<file path="config.mk">
export PLATFORM = sky130hd
export DESIGN_NAME = bitcell_read_ctrl
export DESIGN_NICKNAME = d
export VERILOG_FILES = /design/src/rtl/bitcell_pkg.sv /design/src/rtl/bitcell_wl_decoder.sv /design/src/rtl/bitcell_read_ctrl.sv
export SDC_FILE = /design/constraint.sdc
export NUM_CORES = 1
export LEC_CHECK = 0
export CAP_MARGIN = 5
export CORE_MARGIN = 2
export CORE_UTILIZATION = 43
export CTS_BUF_LIST = sky130_fd_sc_hd__clkbuf_2 sky130_fd_sc_hd__clkbuf_4 sky130_fd_sc_hd__clkbuf_8
export DETAILED_ROUTE_END_ITERATION = 10
export GPL_TIMING_DRIVEN = 0
export HOLD_SLACK_MARGIN = 0.02
export PLACE_DENSITY = 0.73
export RECOVER_POWER = 50
export SKIP_LAST_GASP = 1
export SLEW_MARGIN = 10
export SYNTH_ARGS = -nofsm -noshare
export SYNTH_HDL_FRONTEND = slang
export SYNTH_HIERARCHICAL = 1
export SYNTH_SLANG_ARGS = --single-unit
</file>
<file path="constraint.sdc">
create_clock -name clk -period 1.4 [get_ports clk]
set_input_delay 0.21 -clock clk [delete_from_list [all_inputs] [get_ports clk]]
set_output_delay 0.21 -clock clk [all_outputs]
set_load 0.02 [all_outputs]
</file>
<file path="src/rtl/bitcell_pkg.sv">
// Types and default geometry shared by the bitcell array read and write sides.
package bitcell_pkg;

  typedef enum logic [1:0] {
    IDLE   = 2'd0,
    SELECT = 2'd1,
    RESP   = 2'd2
  } state_t;

  localparam int DEF_DATA_W       = 4;
  localparam int DEF_DEPTH        = 4;
  localparam int DEF_ADDR_W       = 2;
  localparam int DEF_SENSE_CYCLES = 2;

  // Sense counter loads SENSE_CYCLES-1 and stops at zero, so this never wraps.
  function automatic int sense_cnt_w(input int sense_cycles);
    return $clog2(sense_cycles) + 1;
  endfunction

endpackage

</file>
<file path="src/rtl/bitcell_wl_decoder.sv">
// Address to one-hot word-line decode; addresses past the array decode to all-zero.
module bitcell_wl_decoder
  import bitcell_pkg::*;
#(
  parameter int ADDR_W = DEF_ADDR_W,
  parameter int DEPTH  = DEF_DEPTH
) (
  input  logic [ADDR_W-1:0] addr,
  output logic [DEPTH-1:0]  sel
);

  always_comb begin
    sel = '0;
    for (int i = 0; i < DEPTH; i++) begin
      if (addr == ADDR_W'(i)) sel[i] = 1'b1;
    end
  end

endmodule

</file>
<file path="src/rtl/bitcell_read_ctrl.sv">
// Read-side controller: one request at a time, holds a word line for the sense
// time, samples the shared read bus and returns the word over valid/ready.
//
//   state  | meaning
//   IDLE   | ready for a request, word lines off
//   SELECT | word line held (or one dead cycle for a bad address), counting down
//   RESP   | response presented until the consumer takes it
module bitcell_read_ctrl
  import bitcell_pkg::*;
#(
  parameter int DATA_W       = DEF_DATA_W,
  parameter int DEPTH        = DEF_DEPTH,
  parameter int ADDR_W       = DEF_ADDR_W,
  parameter int SENSE_CYCLES = DEF_SENSE_CYCLES
) (
  input  logic              clk,
  input  logic              rst_n,
  input  logic              req_valid,
  output logic              req_ready,
  input  logic [ADDR_W-1:0] req_addr,
  output logic [DEPTH-1:0]  wl_sel,
  input  logic [DATA_W-1:0] rd_bus,
  output logic              rsp_valid,
  input  logic              rsp_ready,
  output logic [DATA_W-1:0] rsp_data,
  output logic              rsp_err,
  output logic              busy
);

  localparam int CNT_W = sense_cnt_w(SENSE_CYCLES);
  localparam logic [CNT_W-1:0] CNT_INIT = CNT_W'(SENSE_CYCLES - 1);

  state_t           state;
  logic [CNT_W-1:0] cnt;
  logic             err_q;
  logic [DEPTH-1:0] dec_sel;
  logic             addr_ok;

  bitcell_wl_decoder #(
    .ADDR_W (ADDR_W),
    .DEPTH  (DEPTH)
  ) u_dec (
    .addr (req_addr),
    .sel  (dec_sel)
  );

  assign addr_ok = |dec_sel;

  always_ff @(posedge clk or negedge rst_n) begin
    if (!rst_n) begin
      state     <= IDLE;
      cnt       <= '0;
      err_q     <= 1'b0;
      wl_sel    <= '0;
      rsp_valid <= 1'b0;
      rsp_data  <= '0;
      rsp_err   <= 1'b0;
      busy      <= 1'b0;
      req_ready <= 1'b1;
    end else begin
      case (state)
        IDLE: begin
          if (req_valid) begin
            req_ready <= 1'b0;
            busy      <= 1'b1;
            state     <= SELECT;
            // A bad address still spends one SELECT cycle, with no word line driven.
            if (addr_ok) begin
              cnt    <= CNT_INIT;
              err_q  <= 1'b0;
              wl_sel <= dec_sel;
            end else begin
              cnt    <= '0;
              err_q  <= 1'b1;
            end
          end
        end
        SELECT: begin
          if (cnt == '0) begin
            rsp_data  <= err_q ? '0 : rd_bus;
            rsp_err   <= err_q;
            wl_sel    <= '0;
            rsp_valid <= 1'b1;
            state     <= RESP;
          end else begin
            cnt <= cnt - 1'b1;
          end
        end
        RESP: begin
          if (rsp_ready) begin
            rsp_valid <= 1'b0;
            busy      <= 1'b0;
            req_ready <= 1'b1;
            state     <= IDLE;
          end
        end
        default: begin
          state <= IDLE;
        end
      endcase
    end
  end

endmodule

</file>
======== Yosys cells after proc, flatten, opt, wreduce, memory -nomap -nowiden ========
Index checks and enable logic that the tools add are counted.
cells by class
  add/sub/neg operators ................... 1
  equality and inequality tests ........... 10
  muxes and demuxes ....................... 26
  reduce and logical (&&, ||, !) cells .... 14
operators with widths
  cell                 number
  $mux 4               4
  $reduce_and 3->1     4
  $mux 1               11
  $mux 2               5
  $ne 2x2->1 const B   5
  $pmux 4 s2           1
  $eq 2x2->1 const B   3
  $logic_not 2->1      3
  $pmux 1 s2           3
  $pmux 2 s3           1
  $reduce_bool 2->1    3
  $eq 2x1->1 const B   2
  $pmux 2 s2           1
  $reduce_and 2->1     2
  $reduce_and 4->1     1
  $reduce_or 4->1      1
  $sub 2x1->2 const B  1
word-level totals
  register bits after elaboration ......... 17
  bits of input ports ..................... 10
  output and inout port bits .............. 12
  word-level logic and storage cells ...... 60

======== Logic depth before layout (Yosys ltp) ========
  depth in word-level cells ............... 6
  gate-level depth with buffers ........... 6

======== Cells and area by module ========
The synthesis kept the hierarchy.
by module, submodules not included
  module              times used  cells an instance  area each (um^2)
  bitcell_read_ctrl   1           70                 754.5
  bitcell_wl_decoder  1           4                  26.3

======== Worst setup path after synthesis ========
Ideal clock, no wire load.
  path type ............................... reg-to-reg
  from .................................... register state[1]
  to ...................................... register wl_sel[0]
  data arrival time ....................... 1.244 ns
  required time ........................... 1.279 ns
  path slack .............................. 0.035 ns
  cell stages (with the launch flop) ...... 5
  buffers on the path ..................... 1
  period minus slack after synthesis ...... 1.365 ns
  path through ............................ dfrtp_1 buf_6 or3b_4 o21a_4 a22o_1
between the ends
  cells in the longest elaborated chain, start to end .. 3
  elaborated cells between the ends (all ways) .. 8
  those cells by class .................... 4 x eq/ne; 1 x mux; 3 x reduce/logical
ends and longest elaborated chain
  element                                                                  RTL line                 source
  from (decl)                                                              bitcell_read_ctrl.sv:33  state_t state;
  from (signal assigned)                                                   bitcell_read_ctrl.sv:51  state <= IDLE;
  from (signal assigned)                                                   bitcell_read_ctrl.sv:66  state <= SELECT;
  from (signal assigned)                                                   bitcell_read_ctrl.sv:84  state <= RESP;
  $eq 2x1->1 / $logic_not 2->1 (equally long branches)                     bitcell_read_ctrl.sv:61  case (state)
  $ne 2x2->1 (no source line) / $reduce_bool 2->1 (equally long branches)  -
  $reduce_and 4->1 (no source line)                                        -
  to (signal assigned)                                                     bitcell_read_ctrl.sv:71  wl_sel <= dec_sel;
  to (decl)                                                                bitcell_read_ctrl.sv:21  output logic [DEPTH-1:0] wl_sel,
Parallel ways exist; a longest one is shown, timed or not.
A chain may end at the register's enable or synchronous reset.

======== Worst setup path in the final report ========
  from .................................... input port req_valid
  to ...................................... register wl_sel[3]
between the ends
  cells in the longest elaborated chain, start to end .. 2
ends and longest elaborated chain
  element                            RTL line                 source
  from (decl)                        bitcell_read_ctrl.sv:18  input logic req_valid,
  $ne 2x2->1 (no source line)        -
  $reduce_and 4->1 (no source line)  -
Every way passes these cells.

==> results.toml <==
[power]
total_power_mw = 2.264
p_seq_share_pct = 37.9
internal-power_mw = 1.384
p_comb_share_pct = 49.7
cellLeakagePower_nw = 0.5228
ir_drop_mv = 1.111
p_clk_share_pct = 12.4
swShare_pct = 38.88
power.switching_mw = 0.8805
powerDensity_nw_per_um2 = 2087

[sta]
setup_viol = 0
fin_crit_ps = 1370
rsz0062_at_grt = "true"
relSlewSlack_pct = 49.03
maxSlewViolCount = 0
whs_ps = 425.0
hold_viol_final = 0
worst_pin_slew_ps = 762.0
period_share_pct = 97.84
timing.fmax_ghz = 0.7300
fin_skew_ps = 1.711
setup_slack_ps = 30.19

[detailed_routing]
antenna_left = 0
wl_per_cell_um = 11.52
dr.first_iter.drc_count = 5
dr.pass1.iters = 4
remaining_drc_errors = 0
viasPerCell = 4.969
vias = 631
wirelength_um = 1463

[synth]
ys_seq_area_share_pct = 54.65
syn-num-nets = 85
synth_cell_types = 24
syn_area_per_cell_um2 = 10.55
ys_seq_elements = 17
ys_warn_count = 6
netlist_instances = 74
synth_area_um2 = 780.7

[outcome]
outcome = "complete, no violations"

[floorplan]
die_w_um = 46.61
initial_utilization_pct = 45.71
ioPinCount = 22
core_area_um2 = 1708
num_rows = 15
die_height_um = 46.61
dieArea_um2 = 2172

[worst_setup_path]
critical_path_required_ps = 1590
cp_max_fo = 5
max_stage_delay_ps = 540
cp.buffers_inverters = 1
r2r_start = "state[0]"
cp_slowest_cell = "clkdlybuf4s50_1"
setup.worst_path.start = "req_valid"
start_kind = "input port"
crit_family = "buffers and inverters"
crit_type = "in2reg"
path_cells = "clkdlybuf4s50_1 -> or3b_4 -> o21a_4 -> a22o_1"
end_kind = "flop"
arrival_ps = 1560

[clock_tree]
numCtsBuffers = 3
clock_tree.root_cell = "clkbuf_4"
clk_latency_ps = 290
h-tree-depth = 1
clock-sinks = 17
cts_tree = "done"
path_clk_slew_ps = 90
hold_buffers = 0
cts_max_path_buffers = 2

[grt]
grt_max_degree = 18
antenna_found_initial = 0
grt_pass1_vias = 549
grt_overflow = 0
grt_pass1_wl_um = 2525
grt_usage_pct = 17.11

[placed_design]
port_buffers = 21
placed_cells = 120
dp_hpwl_um = 1007
globalplace.congestion = 0.7249
pre_cts_slack_ps = -355.9
dpl_cell_area_um2 = 1022

[run]
cap_viol_max_count = 0

[worst_hold_path]
hold_path_class = "in2async"

[cells_and_area]
nets = 114
final_cells = 127
stdcell_area_um2 = 1085
area_growth_pct = 38.94
fillerInstances = 145
diodes = 0
drive_gt1_share_pct = 17.65
[kinds of logic after synthesis]
kind of cell	share of synthesized area (%)
mux	1.442
compound gates	16.67
flops	54.65
buf+inv	4.647
simple gates	21.00
fa+ha+maj	1.602
[registers in the layout, summed over array words and instances (netlist names)]
register,count
err_q,1
rsp_data,4
cnt,2
busy,1
state,2
rsp_valid,1
wl_sel,4
rsp_err,1
req_ready,1
[cell usage in the layout, fill, tap and decap left out]
master,n
nand3b_1,1
nand2_1,10
clkbuf_4,4
o21a_4,1
inv_1,3
nor4_1,2
clkbuf_1,1
nand2b_1,6
and2_2,1
dlygate4sd2_1,11
buf_6,1
clkdlybuf4s50_1,8
buf_4,4
inv_2,1
mux2_1,1
nor2b_1,1
and2b_2,1
nor3b_1,1
o21ai_0,7
a22o_1,4
a21oi_1,4
nor2_1,4
nor4_4,1
dfstp_2,1
a21o_1,1
dfrtp_1,15
dfrtp_2,1
or3b_4,1
dlygate4sd3_1,1
clkdlybuf4s15_1,1
a211o_1,2
ha_4,1
[stage by stage]
stage / utilization, % / TNS (ps)
after floorplan: - / 0
final: 63.52 / 0
after CTS: 63.22 / -11.47
after global routing: 63.52 / -37.02
after global placement: 59.85 / -1649
after detailed placement: 59.85 / -1759
[worst reg2reg max path, cell delays in order, from the launching register on]
cell and delay (ps):
dfrtp_2 450, or3b_4 410, o21a_4 210, a22o_1 190
[area by class of cell]
class	count	area, um^2	area share [%]
Sequential cell	17	427.9	39.45
Multi-Input combinational cell	50	339.1	31.26
Timing Repair Buffer	26	230.2	21.22
Tap cell	25	31.28	2.884
Clock buffer	4	30.03	2.768
Inverter	4	15.01	1.384
Buffer	1	11.26	1.038
[cells in the mapped netlist]
| cell type | count | area, um^2 |
|---|---|---|
| nor3b_1 | 1 | 7.510 |
| o21a_4 | 1 | 15.01 |
| buf_6 | 1 | 11.26 |
| nor4_1 | 2 | 12.51 |
| nor2_1 | 4 | 15.01 |
| dfrtp_1 | 16 | 400.4 |
| buf_2 | 2 | 10.01 |
| a21oi_1 | 4 | 20.02 |
| nor2b_1 | 1 | 6.260 |
| a22o_1 | 4 | 35.03 |
| or3b_4 | 1 | 11.26 |
| nand2_1 | 10 | 37.54 |
| mux2_1 | 1 | 11.26 |
| and2_2 | 1 | 7.510 |
| nor4_2 | 1 | 12.51 |
| inv_1 | 4 | 15.01 |
| o21ai_0 | 7 | 35.03 |
| nand3b_1 | 1 | 7.510 |
| and2b_2 | 1 | 8.760 |
| dfstp_2 | 1 | 26.28 |
| a211o_1 | 2 | 17.52 |
| a21o_1 | 1 | 7.510 |
| ha_1 | 1 | 12.51 |
| nand2b_1 | 6 | 37.54 |
[power by group through the flow]
stage | registers [mW] | logic (mW) | clock network (mW)
4_1_cts | 0.854 | 1.12 | 0.290
5_1_grt | 0.896 | 1.25 | 0.308
3_5_place_dp | 0.839 | 1.17 | 0
3_3_place_gp | 0.831 | 1.15 | 0
6_report | 0.859 | 1.12 | 0.281
2_1_floorplan | 1.01 | 0.544 | 0
[per-layer routing]
layer	track usage, %	share of wire (%)	up-vias
li1	-	-	309
met1	22.83	46	301
met2	24.44	46	16
met3	5.098	5.0	5
met4	10.00	2.7	0
met5	0	0	-
[repair_timing]
action                                  4_1_cts  5_1_grt
buffers inserted                              3        2
gates resized for setup                      17        3
endpoints found under the hold margin         0        0
endpoints found under the setup margin       18        7
pin swaps                                     2        4
[path summary, 6_finish.rpt]
path,end,slack [ps],cells after the start
max reg2reg,wl_sel[3],30,3
min reg2reg,rsp_data[2],480,2
max in group asynchronous,state[0],460,1
max,wl_sel[3],30,4
min,cnt[1],420,1
min in group clk,rsp_data[2],480,2
No activity file was read; power rests on OpenSTA's default activity.
==> patch: new RTL, same flow settings <==
Set the package constant `DEF_DEPTH` to 8 (it was 4).
--- a/src/rtl/bitcell_pkg.sv
+++ b/src/rtl/bitcell_pkg.sv
@@ -8,7 +8,7 @@
   } state_t;
 
   localparam int DEF_DATA_W       = 4;
-  localparam int DEF_DEPTH        = 4;
+  localparam int DEF_DEPTH        = 8;
   localparam int DEF_ADDR_W       = 2;
   localparam int DEF_SENSE_CYCLES = 2;
 
Ports: changed (resized wl_sel); port bits go from 22 to 26. No check against the original RTL was run, so the function may have changed too.
==> patch against the original RTL <==
First-iteration DRC count grew to 4.8 times the old value. Maximum frequency is 0.32% lower. Power rose by 32%. Sequential cell count grew 4. Setup slack lost 0.0044 ns. Largest cell class unchanged. Count of clock-buffer cells in the layout stayed put. Highest routed layer unchanged. Clock power up 13%. Routed wire length grew 88%. Die area increased by 40%. Area after synthesis up 44%. Global-route usage increased by 1.7 points. Design area increased by 42%.
==> patch: results (changes against the original RTL) <==
| Metric | Value |
|---|---|
| Status | complete, no violations |
| Area of the multi-input gates | 493.0 sq um (+45%) |
| GRT Util Overall | 0.1885 (+0.01737) |
| Share of post-route cells with drive strength above 1 | 0.2342 (+0.05771) |
| Hold_ws | 0.3787 ns (-0.04632 ns) |
| Comb_multi_in | 69 (+38%) |
| Mapped Nets | 132 (+55%) |
| Ant. Diodes | 0 (unchanged) |
| Worst reg-to-reg path cell count | 4 (+1) |
| Fin. max-slew vios | 0 (unchanged) |
| R2R setup slack | 0.06 ns (+0.03 ns) |
| Initial DRC Count | 24 (+19) |
| GRT met2 Usage | 0.3036 (+0.05913) |
| Post-synthesis sequential area ratio | 0.4683 (-0.07818) |
| Regs by FF count | wl_sel: 8 flops, rsp_data: 4 flops |
| Max stage delay on crit path | 0.56 ns (+0.02 ns) |
| WL/cell | 14.65 um (+27%) |
| Pre-antenna DRT Iters | 5 (+1) |
| Static Leakage | 0.0007350 uW (+41%) |
| Largest net degree at the start of global routing | 22 (+4) |
| Critical R2R Capture | cnt[1]$_DFFE_PN0P_ |
| CP delay by family, top | flip-flops |
| Non-clk buf share | 0.2388 (+0.01619) |
| Post-DR vias/cell | 5.447 (+9.6%) |
| First-pass GRT wire length | 4.022 mm (+59%) |
| CP max stage cell | dfstp_2 |
| Syn_area_per_cell | 9.296 sq um (-12%) |
| Post-route insts no fill | 188 (+48%) |
| Non-clock buffers | 43 (+59%) |
| Vias in the first global route | 930 (+69%) |
| Crit path max fanout | 3 (-2) |
| RePlAce Congestion | 0.7851 (+8.3%) |
| Flops & latches, synth | 21 (+4) |
| Crit path from | req_ready$_DFFE_PN1P_ |
| Inverters, non-clock | 21 (+17) |
| Hold Startpoint | req_addr[0] |
| Largest cells by area after synthesis | dfrtp_1, a221o_1, inv_1 |
| VDD IR max | 1.057 mV (-4.8%) |
| Fillers | 224 (+54%) |
| Hpwl dp | 1.737 mm (+73%) |
| Synth cell count leaders | inv_1, dfrtp_1, a21oi_1 |
| Tightest Pin Transition | 0.9343 ns (+0.1723 ns) |
| PortBufs | 25 (+19%) |
| CTS clock-pin slew for the worst setup and hold paths | 0.12 ns (+0.03 ns) |
| Worst EP arrival | 1.16 ns (-0.40 ns) |
| Placed insts | 176 (+47%) |
| Crit path capture | req_ready |
| Met3 Use GR | 0.03495 (-0.01603) |
-- patch: cell types whose count changed in the layout (fill, tap and decap cells not counted), sizes merged, moves of 2 or more --
cell,unedited run,this run
o22ai,0,8
nand2,10,5
a221o,0,8
inv,4,21
dlygate4sd2,11,15
nand2b,6,8
a21oi,4,14
dfrtp,16,20
or4,0,3
nor4,3,0
a22o,4,0
buf,5,18
-- patch: per-stage QoR --
step | area, sq um | worst slack [ns]
after global routing | 1535 | -0.01642
after floorplan | 1129 | -0.1335
after detailed placement | 1416 | -0.8400
after CTS | 1458 | -0.02037
after global placement | 1416 | -0.7744
final | 1535 | 0.02577
-- patch: worst min-delay path, delay by kind of cell --
kind / cells / cell delay [ns]
compound gates: 1 / 0.08
simple gates: 2 / 0.29
buf+inv: 1 / 0.07
-- patch: repair_timing --
action                                  4_1_cts  5_1_grt
buffers inserted                              3        7
resized for setup                            33        8
cloned                                        0        1
pin swaps                                     8        4
endpoints found under the setup margin       29       13
-- patch: report_power, final --
part / switching, uW / internal, uW / total [uW]
Clock: 186 / 130 / 317
Combinational: 916 / 750 / 1670
Sequential: 162 / 850 / 1010
Total: 1260 / 1730 / 2990
-- patch: routing by layer --
layer	wire, um	part of all wire	up-vias
met1	1229	0.45	479
met3	159	0.058	4
met4	24	0.0087	0
li1	-	-	502
met5	0	0	-
met2	1342	0.49	39
-- patch: logic make-up after synthesis --
| group | after synthesis | synth area share |
|---|---|---|
| DFF | 21 | 0.4683 |
| adders and majority gates | 1 | 0.01112 |
| AOI/OAI and AO/OA | 43 | 0.2525 |
| and+or+nand+nor | 23 | 0.1335 |
| muxes | 1 | 0.01001 |
| buffers and inverters | 32 | 0.1246 |
